==> src/rtl/coin_change_dispenser.sv <==
// coin_change_dispenser: pays a return amount back out largest-coin-first,
// one coin per ejection handshake, while tracking per-denomination tube stock.
// Any amount that cannot be covered is reported as a shortfall.
module coin_change_dispenser #(
  parameter int kNumCoins  = 3,
  parameter int kTotalBits = 31,
  parameter int COIN_VAL0  = 100,
  parameter int COIN_VAL1  = 500,
  parameter int COIN_VAL2  = 1000,
  parameter int CNT_BITS   = 8,
  parameter int INIT_COUNT = 10
) (
  input  logic                          clk,
  input  logic                          reset,
  input  logic                          i_start,
  input  logic [kTotalBits-1:0]         i_amount,
  input  logic [kNumCoins-1:0]          i_refill,
  input  logic                          i_mech_ready,
  output logic [kNumCoins-1:0]          o_return_coin,
  output logic                          o_busy,
  output logic                          o_done,
  output logic [kTotalBits-1:0]         o_shortfall,
  output logic                          o_error,
  output logic [kNumCoins*CNT_BITS-1:0] o_tube_count
);

  localparam int SEL_W = (kNumCoins > 1) ? $clog2(kNumCoins) : 1;
  localparam logic [CNT_BITS-1:0] CNT_MAX = {CNT_BITS{1'b1}};

  typedef enum logic [1:0] {
    IDLE     = 2'd0,
    SELECT   = 2'd1,
    DISPENSE = 2'd2,
    DONE     = 2'd3
  } state_t;

  state_t                state_q, state_d;
  logic [kTotalBits-1:0] remaining_q, remaining_d;
  logic [SEL_W-1:0]      sel_q, sel_d;
  logic [kNumCoins-1:0]  coin_q, coin_d;
  logic                  done_q, done_d;
  logic [kTotalBits-1:0] shortfall_q, shortfall_d;
  logic [CNT_BITS-1:0]   cnt_q [kNumCoins];

  logic                  pick_found;
  logic [SEL_W-1:0]      pick_idx;
  logic                  fire;

  // Face value of denomination k; unknown indices are worth nothing and are
  // never selected.
  function automatic logic [kTotalBits-1:0] coin_val(input int k);
    case (k)
      0:       coin_val = kTotalBits'(COIN_VAL0);
      1:       coin_val = kTotalBits'(COIN_VAL1);
      2:       coin_val = kTotalBits'(COIN_VAL2);
      default: coin_val = '0;
    endcase
  endfunction

  // A coin leaves the machine when the mechanism takes the presented coin.
  assign fire = (state_q == DISPENSE) && i_mech_ready;

  // Greedy pick: the largest stocked coin that still fits the remainder.
  // Re-evaluated from live counts, so a refill can re-enable a larger coin.
  always_comb begin
    // NOTE: every comb output gets a default first so no path leaves it
    // unassigned, which would otherwise infer a latch.
    pick_found = 1'b0;
    pick_idx   = '0;
    for (int k = 0; k < kNumCoins; k++) begin
      if ((coin_val(k) != '0) && (coin_val(k) <= remaining_q) &&
          (cnt_q[k] != '0)) begin
        pick_found = 1'b1;
        pick_idx   = SEL_W'(k);
      end
    end
  end

  // State register; reset aborts any request and drops the coin at once.
  always_ff @(posedge clk or posedge reset) begin
    // NOTE: sequential state uses non-blocking assignments so every register
    // samples pre-edge values regardless of statement order.
    if (reset) state_q <= IDLE;
    else       state_q <= state_d;
  end

  // Next-state logic.
  always_comb begin
    state_d = state_q;
    case (state_q)
      IDLE:     if (i_start) state_d = SELECT;
      SELECT:   state_d = pick_found ? DISPENSE : DONE;
      DISPENSE: if (i_mech_ready) state_d = SELECT;
      DONE:     state_d = IDLE;
      default:  state_d = IDLE;
    endcase
  end

  // Next values of the datapath and registered outputs.
  always_comb begin
    remaining_d = remaining_q;
    sel_d       = sel_q;
    coin_d      = coin_q;
    shortfall_d = shortfall_q;
    done_d      = 1'b0;
    case (state_q)
      IDLE: begin
        if (i_start) remaining_d = i_amount;
      end
      SELECT: begin
        if (pick_found) begin
          sel_d  = pick_idx;
          coin_d = kNumCoins'(1) << pick_idx;
        end else begin
          // Nothing more can be paid: whatever is left is the shortfall.
          shortfall_d = remaining_q;
          done_d      = 1'b1;
        end
      end
      DISPENSE: begin
        if (i_mech_ready) begin
          // The pick guaranteed coin_val(sel) <= remaining, so no underflow.
          remaining_d = remaining_q - coin_val(int'(sel_q));
          coin_d      = '0;
        end
      end
      default: ;
    endcase
  end

  // Datapath and registered output flops.
  always_ff @(posedge clk or posedge reset) begin
    if (reset) begin
      remaining_q <= '0;
      sel_q       <= '0;
      coin_q      <= '0;
      done_q      <= 1'b0;
      shortfall_q <= '0;
    end else begin
      remaining_q <= remaining_d;
      sel_q       <= sel_d;
      coin_q      <= coin_d;
      done_q      <= done_d;
      shortfall_q <= shortfall_d;
    end
  end

  // Tube inventory: saturating refill, decrement on each ejected coin; a
  // refill and an ejection of the same tube on one edge cancel out.
  always_ff @(posedge clk or posedge reset) begin
    if (reset) begin
      // NOTE: the tube counters are architectural state (the machine's stock
      // after power-up), so unlike a data memory they are reset explicitly.
      for (int k = 0; k < kNumCoins; k++) cnt_q[k] <= CNT_BITS'(INIT_COUNT);
    end else begin
      for (int k = 0; k < kNumCoins; k++) begin
        if (i_refill[k] && fire && (int'(sel_q) == k)) begin
          cnt_q[k] <= cnt_q[k];
        end else if (i_refill[k]) begin
          if (cnt_q[k] != CNT_MAX) cnt_q[k] <= cnt_q[k] + 1'b1;
        end else if (fire && (int'(sel_q) == k)) begin
          cnt_q[k] <= cnt_q[k] - 1'b1;
        end
      end
    end
  end

  assign o_return_coin = coin_q;
  assign o_done        = done_q;
  assign o_shortfall   = shortfall_q;
  assign o_busy        = (state_q != IDLE);
  assign o_error       = (shortfall_q != '0);

  for (genvar g = 0; g < kNumCoins; g++) begin : g_tube
    assign o_tube_count[g*CNT_BITS +: CNT_BITS] = cnt_q[g];
  end

endmodule

==> config.mk <==
export PLATFORM = sky130hd
export DESIGN_NAME = coin_change_dispenser
export DESIGN_NICKNAME = d
export VERILOG_FILES = /design/src/rtl/coin_change_dispenser.sv
export SDC_FILE = /design/constraint.sdc
export NUM_CORES = 1
export LEC_CHECK = 0
export BUFFER_PORTS_ARGS = -buffer_cell sky130_fd_sc_hd__buf_2
export CAP_MARGIN = 25
export CORE_MARGIN = 2
export CORE_UTILIZATION = 45
export CTS_BUF_LIST = sky130_fd_sc_hd__clkbuf_16
export CTS_CLUSTER_DIAMETER = 80
export DETAILED_ROUTE_END_ITERATION = 16
export GPL_TIMING_DRIVEN = 0
export PLACE_DENSITY = 0.74
export SLEW_MARGIN = 20
export SYNTH_ARGS = -nofsm -noshare
export SYNTH_HDL_FRONTEND = slang
export SYNTH_SLANG_ARGS = --single-unit
==> constraint.sdc <==
create_clock -name clk -period 3.2 [get_ports clk]
set_clock_uncertainty 0.05 [all_clocks]
set_input_delay 0.48 -clock clk [delete_from_list [all_inputs] [get_ports clk]]
set_output_delay 0.48 -clock clk [all_outputs]
set_load 0.1 [all_outputs]
== Yosys cells after proc, flatten, opt, wreduce, memory -nomap -nowiden ==
Cells that the tools add are included.

* Output and inout bits: 61
* Input port bits: 38
* Word-level logic and storage cells: 103
* Register bits after elaboration: 94

* Shift-type cells: 1
* Equality and inequality tests: 16
* Add/subtract/negate cells: 7
* Magnitude comparators: 3
* Mux-type cells: 29
* Bitwise logic cells: 4
* Reduce and logical (&&, ||, !) cells: 34

{| class="wikitable"
|+ Operators by type and width
! cell !! count
|-
| $mux 31 || 4
|-
| $mux 8 || 9
|-
| $pmux 31 s2 || 1
|-
| $le 10x31->1 const A || 1
|-
| $le 7x31->1 const A || 1
|-
| $le 9x31->1 const A || 1
|-
| $reduce_bool 31->1 || 1
|-
| $sub 31x31->31 || 1
|-
| $pmux 10 s3 || 1
|-
| $add 8x1->8 const B || 3
|-
| $ne 8x8->1 const B || 3
|-
| $reduce_bool 8->1 || 3
|-
| $sub 8x1->8 const B || 3
|-
| $reduce_and 3->1 || 5
|-
| $logic_and 1x1->1 || 13
|-
| $reduce_bool 2->1 || 6
|-
| $eq 2x2->1 const B || 5
|-
| $pmux 2 s4 || 1
|-
| $mux 1 || 7
|-
| $logic_not 2->1 || 3
|-
| $mux 2 || 3
|-
| $mux 3 || 2
|-
| $ne 2x1->1 const B || 3
|-
| $ne 2x2->1 const B || 3
|-
| 5 further kinds || 11
|}

== Longest topological paths before layout ==
Gate-level depths: netlist of the first run.

* Word-level depth: 7
* Depth in mapped cells: 14
* Mapped depth without buffers: 13

== Least setup slack after synthesis of the first run ==
OpenSTA, ideal clock, no wires.

* Path type: reg-to-reg
* From: register sel_q[0]
* To: register remaining_q[20]
* Setup time: 0.070 ns
* Data required time: 3.080 ns
* Period minus slack after synthesis: 3.051 ns
* Path slack: 0.149 ns
* Cell stages (with the launch flop): 13
* Arrival: 2.931 ns
* Cell sequence: dfrtp_1 ha_1 clkbuf_1 nor2_1 ha_1 inv_1 fa_1 a21oi_1 o211ai_1 a41oi_1 nand2_1 or4b_2 nand3_1

* Longest elaborated chain between the ends: 7
* Elaborated cells on any way between the ends: 9

{| class="wikitable"
|+ Ends and longest elaborated chain
! element !! RTL line !! text
|-
| from (decl) || 39 || <nowiki>logic [SEL_W-1:0] sel_q, sel_d;</nowiki>
|-
| from (signal assigned) || 141 || <nowiki>sel_q <= sel_d;</nowiki>
|-
| $eq 2x2->1, or another cell as far along || 52 || <nowiki>case (k)</nowiki>
|-
| $pmux 10 s3 (*) || 52 ||
|-
| $mux 31 (*) || 121 || <nowiki>if (i_mech_ready) begin</nowiki>
|-
| $mux 31 (*) || 106 || <nowiki>case (state_q)</nowiki>
|-
| $sub 31x31->31 (*) || 123 || <nowiki>remaining_d = remaining_q - coin_val(int'(sel_q));</nowiki>
|-
| $mux 31 (*) || 121 ||
|-
| $pmux 31 s2 (*) || 106 ||
|-
| to (signal assigned) || 140 || <nowiki>remaining_q <= remaining_d;</nowiki>
|-
| to (decl) || 38 || <nowiki>logic [kTotalBits-1:0] remaining_q, remaining_d;</nowiki>
|}

Mark *: on every way between the ends. The rest lies on a longest branch, timed or not. The select of a mux whose other input is x is not followed.
A chain may end at the register's enable or synchronous reset.

== Worst setup path after layout of the first run ==
Same ends and word-level chain as after synthesis.

==> results of run 1 <==
==> synth_stat cells (3+ instances only) <==
cell type and instances:
o21bai_1 3, nand3_1 17, a31o_2 3, o21ai_0 23
nor4_1 15, nor2_1 46, o21a_1 5, or2_2 4
mux2i_1 5, nor3_1 15, inv_1 15, or3_1 7
fa_1 4, a21oi_1 45, xor2_1 11, nor2b_1 3
a2bb2oi_1 5, buf_6 3, mux2_2 28, o311ai_0 4
xnor2_1 16, nand4_1 9, or4_1 5, ha_1 30
and4_1 4, o221ai_1 3, dfstp_2 6, nand2b_1 6
clkbuf_1 20, o22ai_1 5, mux2_1 20, o22a_1 5
dfrtp_1 88, a22oi_1 3, and3_1 6, nand2_1 35
o41ai_1 5, a21o_1 10, a31oi_1 7
==> registers in the layout, indices dropped and copies added (netlist names) <==
register and count:
o_shortfall 31, remaining_q 31, o_tube_count 24, o_return_coin 3, sel_q 2, state_q 2, o_done 1
==> stage by stage <==
| step | instance area [um^2] | instances | hold slack (ps) | TNS [ps] | worst slack (ps) |
|---|---|---|---|---|---|
| after floorplan | 5720 | 574 | 433 | 0 | 149 |
| after detailed placement | 6460 | 845 | 439 | -2220 | -356 |
| final | 6870 | 866 | 89.8 | 0 | 87.7 |
| after global routing | 6870 | 866 | 113 | -63.7 | -47.9 |
| after CTS | 6780 | 861 | 100 | 0 | 11.2 |
| after global placement | 6430 | 844 | 430 | -79570 | -892 |
==> cell families (layout without fill, tap and decap cells) <==
| group | after synthesis | in the layout | synth area share, % |
|---|---|---|---|
| simple gates | 186 | 186 | 17.3 |
| buf+inv | 38 | 158 | 2.89 |
| xor+xnor | 27 | 27 | 4.13 |
| fa+ha+maj | 34 | 34 | 7.96 |
| compound gates | 142 | 142 | 16.2 |
| flops | 94 | 94 | 41.2 |
| mux | 53 | 53 | 10.3 |
==> worst register-to-register path, stage by stage (launching register included) <==
cell	delay [ps]
dfrtp_2	430
buf_4	150
ha_4	130
nor2_1	50
nor2_1	130
ha_2	190
inv_1	50
fa_2	360
a21oi_2	180
o211ai_1	160
a41oi_2	340
nand2_2	120
or4b_2	610
nand3_1	100
==> final timing paths <==
path	cells after the start	endpoint	slack (ps)
max in group asynchronous	3	o_shortfall[14]$_DFFE_PP0P_	2420
min in group clk	2	state_q[1]$_DFFE_PP0P_	320
min reg2reg	1	o_shortfall[0]$_DFFE_PP0P_	450
max reg2reg	13	remaining_q[20]$_DFFE_PP0P_	90
max	13	remaining_q[20]$_DFFE_PP0P_	90
min	2	remaining_q[7]$_DFFE_PP0P_	90
==> power groups by stage <==
| stage | registers [mW] | clock network [mW] | logic (mW) |
|---|---|---|---|
| floorplan | 3.28 | 0 | 2.18 |
| global placement | 2.17 | 0 | 4.06 |
| detailed placement | 2.20 | 0 | 4.19 |
| CTS | 2.19 | 1.13 | 4.26 |
| global route | 2.27 | 1.18 | 4.68 |
| finish | 2.21 | 1.11 | 4.36 |
==> timing repair <==
action,CTS,global route
pin swaps,1,5
setup endpoints to repair,9,9
buffers inserted,1,5
resized for setup,4,14
==> cell type report <==
| class | count | area share (%) |
|---|---|---|
| inverter | 15 | 0.929 |
| clock inverter | 7 | 1.17 |
| multi-input combinational | 442 | 47.4 |
| tap | 172 | 3.13 |
| clock buffer | 9 | 3.28 |
| timing repair buffer | 105 | 8.20 |
| sequential | 94 | 34.4 |
| buffer | 22 | 1.55 |
==> layer usage <==
layer / vias up / GRT usage (%) / wire length, um
met4: 0 / 10.2 / 489
li1: 2374 / - / -
met2: 205 / 35.5 / 7200
met3: 39 / 4.77 / 895
met5: - / 0 / 0
met1: 2496 / 31.3 / 7000
==> results.yml, run 1 <==
outcome:
  outcome: "finished clean"
detailed_routing:
  drtIter0Drc: 441
  drc: 0
  postRouteAntennaNets: 0
  via_per_inst: 5.91
  wl_per_cell_um: 18.0
  firstDrtPassIters: 6
  drt-total-wl_um: 15600
  via_count: 5114
synthesis:
  ys_ff_latch: 94
  synth.net_count: 646
  syn_inst: 574
  ys_seq_area_share_pct: 41.2
  yosysTopAreaCell: "dfrtp_1"
  synth_area_leaders: "dfrtp_1, ha_1, mux2_2"
  ys_types: 60
  yosysWarnings: 0
  synth-edff-count: 0
  syn_area_um2: 5720
  async_flop_share_pct: 100
  synth_top_area_share_pct: 38.5
  synth-main-ff-cell: "dfrtp_1"
  syn_area_per_cell_um2: 9.97
critical_path:
  arrival_ps: 3340
  crit_chain: "buf_4, ha_4, nor2_1, nor2_1, ha_2, inv_1, fa_2, a21oi_2, o211ai_1, a41oi_2, nand2_2, or4b_2, nand3_1"
  crit_type: "register to register"
  timing.critical_path.buf_inv: 2
  crit_required_ps: 3430
  crit_start: "sel_q[0]$_DFFE_PP0P_"
  worstPathMaxFanout: 5
  slowest_delay_ps: 610
  slowest_stage: "or4b_2"
  cpLargestDelayFamily: "simple AND/OR/NAND/NOR gates"
  end_kind: "register"
  cp-start-kind: "register"
  cp_common_cell: "nor2_1"
  timing.rr.start: "sel_q[0]$_DFFE_PP0P_"
cells_and_area:
  multi_input_area_um2: 3250
  syn2layout_area_growth_pct: 20.0
  num-nets-final: 761
  ff_latch_area_um2: 2360
  final_common_cell: "buf_2"
  diodes: 0
  mostFrequentLayoutCells: "buf_2, dfrtp_1, nor2_1, a21oi_1, nand2_1"
  finalCoreUtilization_pct: 54.9
  fillerInstances: 1148
  final_layout_size_suffix_gt1_share_pct: 26.5
placed_design:
  hpwl_um: 11300
  io_buffers: 98
  gp_congestion: 0.900
sta:
  period_needed_ps: 3110
  hold_viol_final: 0
  maxSlewHeadroom_pct: 55.9
  fmax_mhz: 321
  slew_violations: 0
  worstMarginPinSlew_ps: 658
  period_share_pct: 97.3
  setup_viol: 0
power:
  clockPowerShare_pct: 14.5
  power.switching_mw: 4.05
  switching_share_pct: 52.8
  p_total_mw: 7.68
  powerDensity_nw_per_um2: 1120
  seq_power_share_pct: 28.8
  p_int_mw: 3.62
  p_comb_share_pct: 56.8
  p_leak_nw: 3.21
  ir_worst_vdd_mv: 0.731
clock_network:
  htree_levels: 3
  cts_sinks: 94
  clk_pin_slew_ps: 70
  clkLatencyLatePin_ps: 350
  clk_path_buf_depth: 2
  cts_buffers: 9
  cts_tree: "built"
  clock-root-buffer: "clkbuf_16"
  ctsHoldBuffers: 0
flow_run:
  maxCapViolCount: 0
floorplan:
  initial_core_util_pct: 45.7
  die_y_um: 117
  core_um2: 12500
  die_w_um: 117
  dieArea_um2: 13600
  pin_count: 99
  row_count: 41
global_route:
  grt_max_degree: 56
  grt_pass1_wl_um: 24200
  antenna_found_initial: 0
  grt_pass1_vias: 4900
  gr-total-overflow: 0
  grtUsageTotal_pct: 23.0
min_path:
  hold_path.class: "input port to asynchronous set/reset pin"
(Power assumes the default switching activity.)
==> run 2: changes to the inputs <==
==> constraint.sdc (replaced) <==
create_clock -name clk -period 2.7 [get_ports clk]
set_clock_uncertainty 0.05 [all_clocks]
set_input_delay 0.405 -clock clk [delete_from_list [all_inputs] [get_ports clk]]
set_output_delay 0.405 -clock clk [all_outputs]
set_load 0.005 [all_outputs]
==> results.yml, run 2 (synthesis gave the netlist of run 1 again) <==
sta:
  fmax_mhz: 338
  hold_slack_ps: -12.2
  rsz0062_at_grt: "true"
  slew_violations: 0
  period_share_pct: 110
  maxSlewHeadroom_pct: 50.7
  worstMarginPinSlew_ps: 740
  period_needed_ps: 2960
  setup_slack_ps: -262
  setup_viol: 38
  hold_viol_final: 9
critical_path:
  cp-start-kind: "register"
  worstPathMaxFanout: 4
  crit_type: "register to register"
  arrival_ps: 3150
  crit_start: "sel_q[1]$_DFFE_PP0P_"
  ff2ff_setup_slack_ps: -260
  crit_required_ps: 2890
  end_kind: "register"
  timing.rr.start: "sel_q[1]$_DFFE_PP0P_"
clock_network:
  cts_buffers: 9
  ctsHoldBuffers: 0
  clk_pin_slew_ps: 70
  cts_sinks: 94
  clkLatencyLatePin_ps: 350
  clk_path_buf_depth: 2
  clock-root-buffer: "clkbuf_16"
  htree_levels: 3
  cts_tree: "built"
outcome:
  outcome: "finished, violations left"
  violations: "negative hold slack, negative setup slack"
min_path:
  hold_path.class: "input port to asynchronous set/reset pin"
power:
  ir_worst_vdd_mv: 0.512
  powerDensity_nw_per_um2: 1080
  p_leak_nw: 3.41
placed_design:
  dp_slack_ps: -642
  placed_cell_area_um2: 6500
  io_buffers: 98
  gp_congestion: 0.897
  hpwl_um: 11700
floorplan:
  die_y_um: 117
  initial_core_util_pct: 45.7
  row_count: 41
  die_w_um: 117
  core_um2: 12500
  pin_count: 99
  dieArea_um2: 13600
global_route:
  grtUsageTotal_pct: 24.7
  antenna_found_initial: 0
  grt_pass1_vias: 5210
  grt_max_degree: 34
  gr-total-overflow: 0
  grt_pass1_wl_um: 26400
detailed_routing:
  drt-total-wl_um: 17200
  via_count: 5477
  drtIter0Drc: 535
  wl_per_cell_um: 19.2
  via_per_inst: 6.11
  postRouteAntennaNets: 0
  drc: 0
  firstDrtPassIters: 6
cells_and_area:
  syn2layout_area_growth_pct: 31.4
  stdcell_area_um2: 7520
  final_common_cell: "buf_2"
  fillerInstances: 1034
  num-nets-final: 792
  mostFrequentLayoutCells: "buf_2, dfrtp_1, nor2_1, a21oi_1, nand2_1"
  final_layout_size_suffix_gt1_share_pct: 38.2
  diodes: 0
flow_run:
  maxCapViolCount: 0
run 2: area by class of cell:
type	count	area, um^2	share of cell area, %
sequential	94	2370	31.5
buffer	20	115	1.53
clock inverter	7	46.3	0.616
multi-input combinational	442	3580	47.7
clock buffer	9	225	3.00
inverter	15	65.1	0.866
timing repair buffer	138	897	11.9
tap	172	215	2.86
run 2: worst max-delay path, cell delays in order (launching register included):
cell and delay, ps:
dfrtp_2 460, inv_4 100, ha_4 140, nor2_2 40, nor2_2 90, ha_2 190
inv_2 40, fa_2 350, a21oi_2 140, o211ai_1 190, a41oi_2 300, buf_6 180
buf_6 110, nand3_4 80, o22a_1 210, o22a_1 180
run 2: through the flow:
step                      power, mW  utilization (%)  TNS (ps)  instances  hold WS, ps
final                          8.14             60.1     -3040        897        -12.2
after detailed placement       6.05             51.9    -16220        847          373
after global routing           8.63             60.1     -5320        897         19.2
after floorplan                4.97                -      -500        574          433
after CTS                      7.74             58.1     -3100        887         8.39
after global placement         5.86             51.4    -13090        844          431
run 2: final timing paths:
path / endpoint / depth (start not counted)
max: remaining_q[30]$_DFFE_PP0P_ / 15
min: o_tube_count[0]$_DFFE_PP0P_ / 2
max reg2reg: remaining_q[30]$_DFFE_PP0P_ / 15
min reg2reg: o_shortfall[20]$_DFFE_PP0P_ / 1
max in group asynchronous: o_tube_count[3]$_DFFE_PP1P_ / 4
min in group clk: state_q[1]$_DFFE_PP0P_ / 2
run 2: timing repair:
item / 4_1_cts / 5_1_grt
endpoints found under the setup margin: 63 / 53
setup buffers: 23 / 12
resized for setup: 74 / 44
gates cloned: 3 / 0
pin swaps: 24 / 16
run 2: per-layer routing:
layer | global-route usage, % | wire, um | part of all wire (%) | vias to the layer above
met5 | 0 | 0 | 0 | -
met4 | 8.78 | 575 | 3.3 | 0
met3 | 4.41 | 1230 | 7.2 | 66
met2 | 40.6 | 8200 | 48 | 276
met1 | 32.8 | 7220 | 42 | 2694
li1 | - | - | - | 2441
run 2: power by group:
group	switching [mW]	total, mW	leakage [nW]	internal [mW]
clock network	0.576	1.20	0.132	0.627
registers	0.727	2.65	1.16	1.92
logic	2.28	4.29	2.12	2.01
